--- src/rtl/lm_sm_sequencer.sv ---
// rtl/lm_sm_sequencer.sv - LM/SM register-list memory-transfer sequencer
//
// Purpose:
//   Multi-cycle controller for load/store-multiple in the memory-access stage.
//   A start pulse latches the register list, base address and direction. The
//   controller then issues one data-memory transfer per cycle for each set bit
//   of the list, lowest register index first, and stalls the upstream pipeline
//   while it does so. A one-cycle done pulse marks completion.
//
// Optional feature (macro LMSM_BASE_WB_EN):
//   When defined, the DONE cycle also presents the auto-incremented base
//   (base + number of transfers) on base_wb_data, qualified by base_wb_en.
//   When undefined, those two ports do not exist.
//
// Ports:
//   clk           in   rising-edge clock
//   rst_n         in   asynchronous active-low reset
//   start         in   one-cycle request, honoured only in IDLE
//   is_store      in   1 = SM, 0 = LM (sampled with start)
//   reg_list      in   register bitmap (sampled with start)
//   base_addr     in   first transfer address (sampled with start)
//   busy          out  sequencer not idle
//   stall         out  freeze upstream latches (transfer in progress)
//   mem_addr      out  data memory address
//   mem_read      out  LM transfer this cycle
//   mem_write     out  SM transfer this cycle
//   reg_idx       out  register-file index for this transfer
//   rf_write      out  LM register-file write enable
//   done          out  one-cycle completion pulse
//   base_wb_en    out  base writeback enable (LMSM_BASE_WB_EN only)
//   base_wb_data  out  base writeback value (LMSM_BASE_WB_EN only)

module lm_sm_sequencer #(
  parameter int DATA_W  = 16,
  parameter int REG_CNT = 8,
  parameter int IDX_W   = 3
) (
  input  logic              clk,
  input  logic              rst_n,
  input  logic              start,
  input  logic              is_store,
  input  logic [REG_CNT-1:0] reg_list,
  input  logic [DATA_W-1:0] base_addr,
  output logic              busy,
  output logic              stall,
  output logic [DATA_W-1:0] mem_addr,
  output logic              mem_read,
  output logic              mem_write,
  output logic [IDX_W-1:0]  reg_idx,
  output logic              rf_write,
  output logic              done
`ifdef LMSM_BASE_WB_EN
  ,
  output logic              base_wb_en,
  output logic [DATA_W-1:0] base_wb_data
`endif
);

  typedef enum logic [1:0] {
    IDLE = 2'd0,
    XFER = 2'd1,
    DONE = 2'd2
  } seqStateT;

  seqStateT             stateQ, stateD;
  logic [REG_CNT-1:0]   maskQ, maskD;
  logic [DATA_W-1:0]    baseQ, baseD;
  logic [DATA_W-1:0]    countQ, countD;
  logic                 storeQ, storeD;
  logic [IDX_W-1:0]     lowIdx;
  logic [REG_CNT-1:0]   maskRest;

  // Priority pick of the lowest set bit: scanning downward lets the lowest
  // index overwrite any higher one.
  always_comb begin
    lowIdx = '0;
    for (int i = REG_CNT - 1; i >= 0; i--) begin
      if (maskQ[i]) lowIdx = IDX_W'(i);
    end
  end

  // x & (x-1) clears exactly the lowest set bit, i.e. the one served now.
  assign maskRest = maskQ & (maskQ - REG_CNT'(1));

  always_ff @(posedge clk or negedge rst_n) begin
    if (!rst_n) begin
      stateQ <= IDLE;
      maskQ  <= '0;
      baseQ  <= '0;
      countQ <= '0;
      storeQ <= 1'b0;
    end else begin
      stateQ <= stateD;
      maskQ  <= maskD;
      baseQ  <= baseD;
      countQ <= countD;
      storeQ <= storeD;
    end
  end

  // Outputs decode purely from registered state, so an asynchronous reset
  // silences every strobe immediately.
  always_comb begin
    stateD    = stateQ;
    maskD     = maskQ;
    baseD     = baseQ;
    countD    = countQ;
    storeD    = storeQ;
    busy      = 1'b0;
    stall     = 1'b0;
    mem_addr  = '0;
    mem_read  = 1'b0;
    mem_write = 1'b0;
    reg_idx   = '0;
    rf_write  = 1'b0;
    done      = 1'b0;
`ifdef LMSM_BASE_WB_EN
    base_wb_en   = 1'b0;
    base_wb_data = '0;
`endif
    unique case (stateQ)
      IDLE: begin
        if (start) begin
          maskD  = reg_list;
          baseD  = base_addr;
          storeD = is_store;
          countD = '0;
          stateD = (reg_list != '0) ? XFER : DONE;
        end
      end
      XFER: begin
        busy      = 1'b1;
        stall     = 1'b1;
        mem_addr  = baseQ + countQ;
        reg_idx   = lowIdx;
        mem_write = storeQ;
        mem_read  = !storeQ;
        rf_write  = !storeQ;
        maskD     = maskRest;
        countD    = countQ + DATA_W'(1);
        if (maskRest == '0) stateD = DONE;
      end
      DONE: begin
        busy   = 1'b1;
        done   = 1'b1;
        stateD = IDLE;
`ifdef LMSM_BASE_WB_EN
        // countQ equals the number of transfers made, i.e. popcount(list).
        base_wb_en   = 1'b1;
        base_wb_data = baseQ + countQ;
`endif
      end
      default: stateD = IDLE;
    endcase
  end

endmodule

--- config.mk ---
export PLATFORM = sky130hd
export DESIGN_NAME = lm_sm_sequencer
export DESIGN_NICKNAME = d
export VERILOG_FILES = /design/src/rtl/lm_sm_sequencer.sv
export SDC_FILE = /design/constraint.sdc
export NUM_CORES = 1
export LEC_CHECK = 0
export CORE_ASPECT_RATIO = 1.75
export CORE_MARGIN = 3
export CORE_UTILIZATION = 39
export DETAILED_ROUTE_END_ITERATION = 8
export MAX_ROUTING_LAYER = met4
export PLACE_DENSITY_LB_ADDON = 0.08
export RECOVER_POWER = 25
export SLEW_MARGIN = 20
export SYNTH_ARGS = -nofsm -noshare
export SYNTH_HDL_FRONTEND = slang
export SYNTH_SLANG_ARGS = --single-unit
export TNS_END_PERCENT = 100
--- constraint.sdc ---
create_clock -name clk -period 2.55 [get_ports clk]
set_clock_uncertainty 0.15 [all_clocks]
set_input_delay 0.3825 -clock clk [delete_from_list [all_inputs] [get_ports clk]]
set_output_delay 0.3825 -clock clk [all_outputs]
set_load 0.05 [all_outputs]
==> results of run 1 <==
-- sequential cells by signal, indices dropped and copies added, names as in the netlist --
name / cells
baseQ: 16
countQ: 16
maskQ: 8
stateQ: 2
storeQ: 1
-- what timing repair did --
action,CTS,global route
setup endpoints to repair,11,13
hold buffers,1,0
endpoints found under the hold margin,12,0
pin swaps,12,7
gates resized for setup,22,8
setup buffers,7,3
gates cloned,0,0
-- per-stage QoR --
step	setup slack (ns)	TNS, ns	hold slack (ns)
final	-0.414	-3.47	0.342
after global routing	-0.480	-4.60	0.371
after CTS	-0.432	-3.56	0.348
after detailed placement	-0.232	-1.07	0.150
after global placement	-0.172	-0.691	0.146
after floorplan	-0.0910	-0.218	-0.0631
-- power groups by stage --
stage | clock (uW) | sequential (uW) | combinational, uW
6_report | 838 | 1120 | 2950
5_1_grt | 878 | 1150 | 3200
4_1_cts | 853 | 1110 | 2910
3_5_place_dp | 0 | 1110 | 2830
3_3_place_gp | 0 | 1100 | 2810
2_1_floorplan | 0 | 1040 | 1750
-- synth_stat cells (2+ instances only) --
cell type and instances:
and3_1 4, o211ai_1 2, o41ai_1 2, o21ai_0 22
nor3_1 5, a32o_1 2, nand4_1 5, inv_1 9
and3b_1 3, a2bb2oi_1 3, clkbuf_1 13, a21o_1 2
a21boi_0 2, o22ai_1 3, nor2_1 18, ha_1 19
nor2b_1 12, mux2i_1 7, dfrtp_1 43, xnor2_1 7
a31oi_1 2, nor3b_1 3, and2_1 8, and4_1 3
nand3_1 8, nor4_1 2, xor2_1 9, or3_1 5
nand2b_1 7, a2111oi_0 2, a31o_2 2, a21oi_1 23
a41o_1 2, nand2_1 79
-- routing by layer --
metal | GRT usage [%] | part of all wire, %
met1 | 21.8 | 37
met2 | 39.6 | 57
met5 | - | 0
met4 | 9.18 | 3.2
met3 | 2.56 | 2.7
-- final cells by class --
| cell class | count | share of cell area, % |
|---|---|---|
| tap | 86 | 2.28 |
| clock buffer | 5 | 2.65 |
| timing repair buffer | 108 | 25.2 |
| multi-input combinational | 290 | 44.9 |
| clock inverter | 3 | 1.43 |
| inverter | 9 | 0.716 |
| sequential | 43 | 22.8 |
-- worst max-delay path, delay by kind of cell, from the launching register on --
kind | cells | cell delay (ns)
AND/OR/NAND/NOR | 3 | 0.72
flip-flops | 1 | 0.39
AO/OA/AOI/OAI | 2 | 0.24
buffers and inverters | 3 | 0.38
adder cells (fa/ha/maj) | 2 | 0.42
-- kinds of logic (layout without fill, tap and decap cells) --
logic type / Yosys count / in the layout / synth area share, %
buffers and inverters: 25 / 125 / 3.31
xor gates and xnor gates: 16 / 16 / 4.70
and+or+nand+nor: 165 / 165 / 26.8
adders and majority gates: 21 / 21 / 8.98
DFF: 43 / 43 / 36.1
muxes: 8 / 8 / 2.73
AOI/OAI and AO/OA: 80 / 80 / 17.4
-- worst max path at each step --
stage / start / endpoint / slack (ns) / cells after the start
final: baseQ[0]$_DFFE_PN0P_ / mem_addr[14] / -0.41 / 10
after global routing: baseQ[0]$_DFFE_PN0P_ / mem_addr[10] / -0.48 / 10
after CTS: baseQ[0]$_DFFE_PN0P_ / mem_addr[14] / -0.43 / 10
after detailed placement: baseQ[0]$_DFFE_PN0P_ / mem_addr[14] / -0.23 / 9
after global placement: countQ[0]$_DFFE_PN0P_ / mem_addr[14] / -0.17 / 9
after floorplan: countQ[0]$_DFFE_PN0P_ / mem_addr[10] / -0.09 / 8
==> results.cfg, run 1 <==
[pwr]
p_int_uw = 2810
switching_share_pct = 42.6
combPwrFrac_pct = 60.1
leakagePower_uw = 0.00209
p_clk_share_pct = 17.1
pwr-share-seq_pct = 22.8
power.density_nw_per_um2 = 1040
vdd_drop_max_mv = 0.949
p_switching_uw = 2090
finalPower_uw = 4900

[finish]
post-route-util_pct = 64.3
drive_above_1_share_pct = 27.5
final-seq-area_um2 = 1080
nets = 505
design_area_um2 = 4720
fill_cells = 614
diodes = 0
final_cell_mix = nand2_1 (79), buf_4 (48), dfrtp_1 (43), clkdlybuf4s50_1 (28), buf_12 (23)
final_cells = 544
area_delta_synth_final_pct = 58.2
multi_input_area_um2 = 2120
layout_commonest_cell = nand2_1

[routing]
drt_iter0_drc = 113
vias_per_cell = 5.44
drc = 0
ant_nets = 0
vias = 2962
first_pass_iters = 4
avgRoutedWirePerCell_um = 15.5
wl_mm = 8.46

[global_routing]
grt_start_max_net_pins = 51
track_usage_pct = 21.3
overflow = 0
antenna_found_initial = 0
first_global_vias = 3051
grt_pass1_wl_mm = 14.2

[die]
num_rows = 41
io_pins = 53
core_area_um2 = 7340
die_h_um = 122
die_w_um = 72.1
start_util_pct = 40.6
die_area_um2 = 8770

[placed_design]
dpl_cell_area_um2 = 4280
dp.cells = 527
port_buffers = 52
dpl.hpwl_mm = 6.61
place_congestion = 0.827

[timing]
hold_violations = 0
setup_viol = 12
tightestPinTransition_ns = 0.796
drv_slew = 0
fmax_mhz = 337
setup_slack_ns = -0.414
rsz0062_at_grt = true
min_period_ns = 2.96
slew_headroom_pct = 47.0
fin_crit_sh_pct = 116

[logic_synthesis]
postSynthCellCount = 358
async_flop_share_pct = 100
synth_top_area_share_pct = 36.1
synth.distinct_cells = 54
synth_top_area_cell = dfrtp_1
ys_warn_count = 0
synth_edf_count = 0
ys_ff_latch = 43
synth_area_um2 = 2980
synth_flop_cell = dfrtp_1
synth_nets = 406
seq_area_frac_synth_pct = 36.1
netlist_top_cells_area = dfrtp_1 (36%), nand2_1 (9.9%), ha_1 (8.0%), a21oi_1 (3.9%), o21ai_0 (3.7%)
syn-mean-instance-area_um2 = 8.33

[clock_tree]
clkSlewWorstSetupHoldPaths_ns = 0.06
cts_buffer_depth = 2
cts-root-buf = clkbuf_16
clkLatencyLatePin_ns = 0.29
cts_sinks = 43
cts_tree = done
cts.htree.levels = 2
numCtsBuffers = 5

[min_path]
hold_depth = 2
min_to = baseQ[13]$_DFFE_PN0P_
hp-class = flop to flop
min-delay-start = baseQ[13]$_DFFE_PN0P_

[setup_path]
crit_chain = ha_2 -> inv_2 -> fa_2 -> nor2b_4 -> o211ai_1 -> buf_4 -> a21oi_4 -> or4_1 -> and3b_2 -> buf_8
cpPeakStageDelay_ns = 0.45
critical_path_class = flop to primary output
reg2reg_to = stateQ[0]$_DFFE_PN0P_
r2r_cells = 5
slowest_stage = or4_1
cp-start-kind = flop
worst_ep_arrival_time_ns = 2.43
cp.required_ns = 2.02
worstPathMaxFanout = 3
timing.rr.start = maskQ[3]$_DFFE_PN0P_
endpoint_kind = primary output
reg2reg_slack_ns = 0.27

[run_status]
violations = negative setup slack
run_status = finished with violations

[job]
cap_violations = 0
Note: power is estimated with default switching activity, not from simulation.
==> run 2: changes to the inputs <==
HOLD_SLACK_MARGIN = 0.06   (was unset)
==> results of run 2 <==
Same layout as run 1: the final DEF is identical, and so are final timing and power.
==> run 3: changes to the inputs <==
CTS_CLUSTER_DIAMETER = 50   (was unset)
SLEW_MARGIN = unset   (was 20)
==> results of run 3 <==
Same layout as run 1: the final DEF is identical, and so are final timing and power.
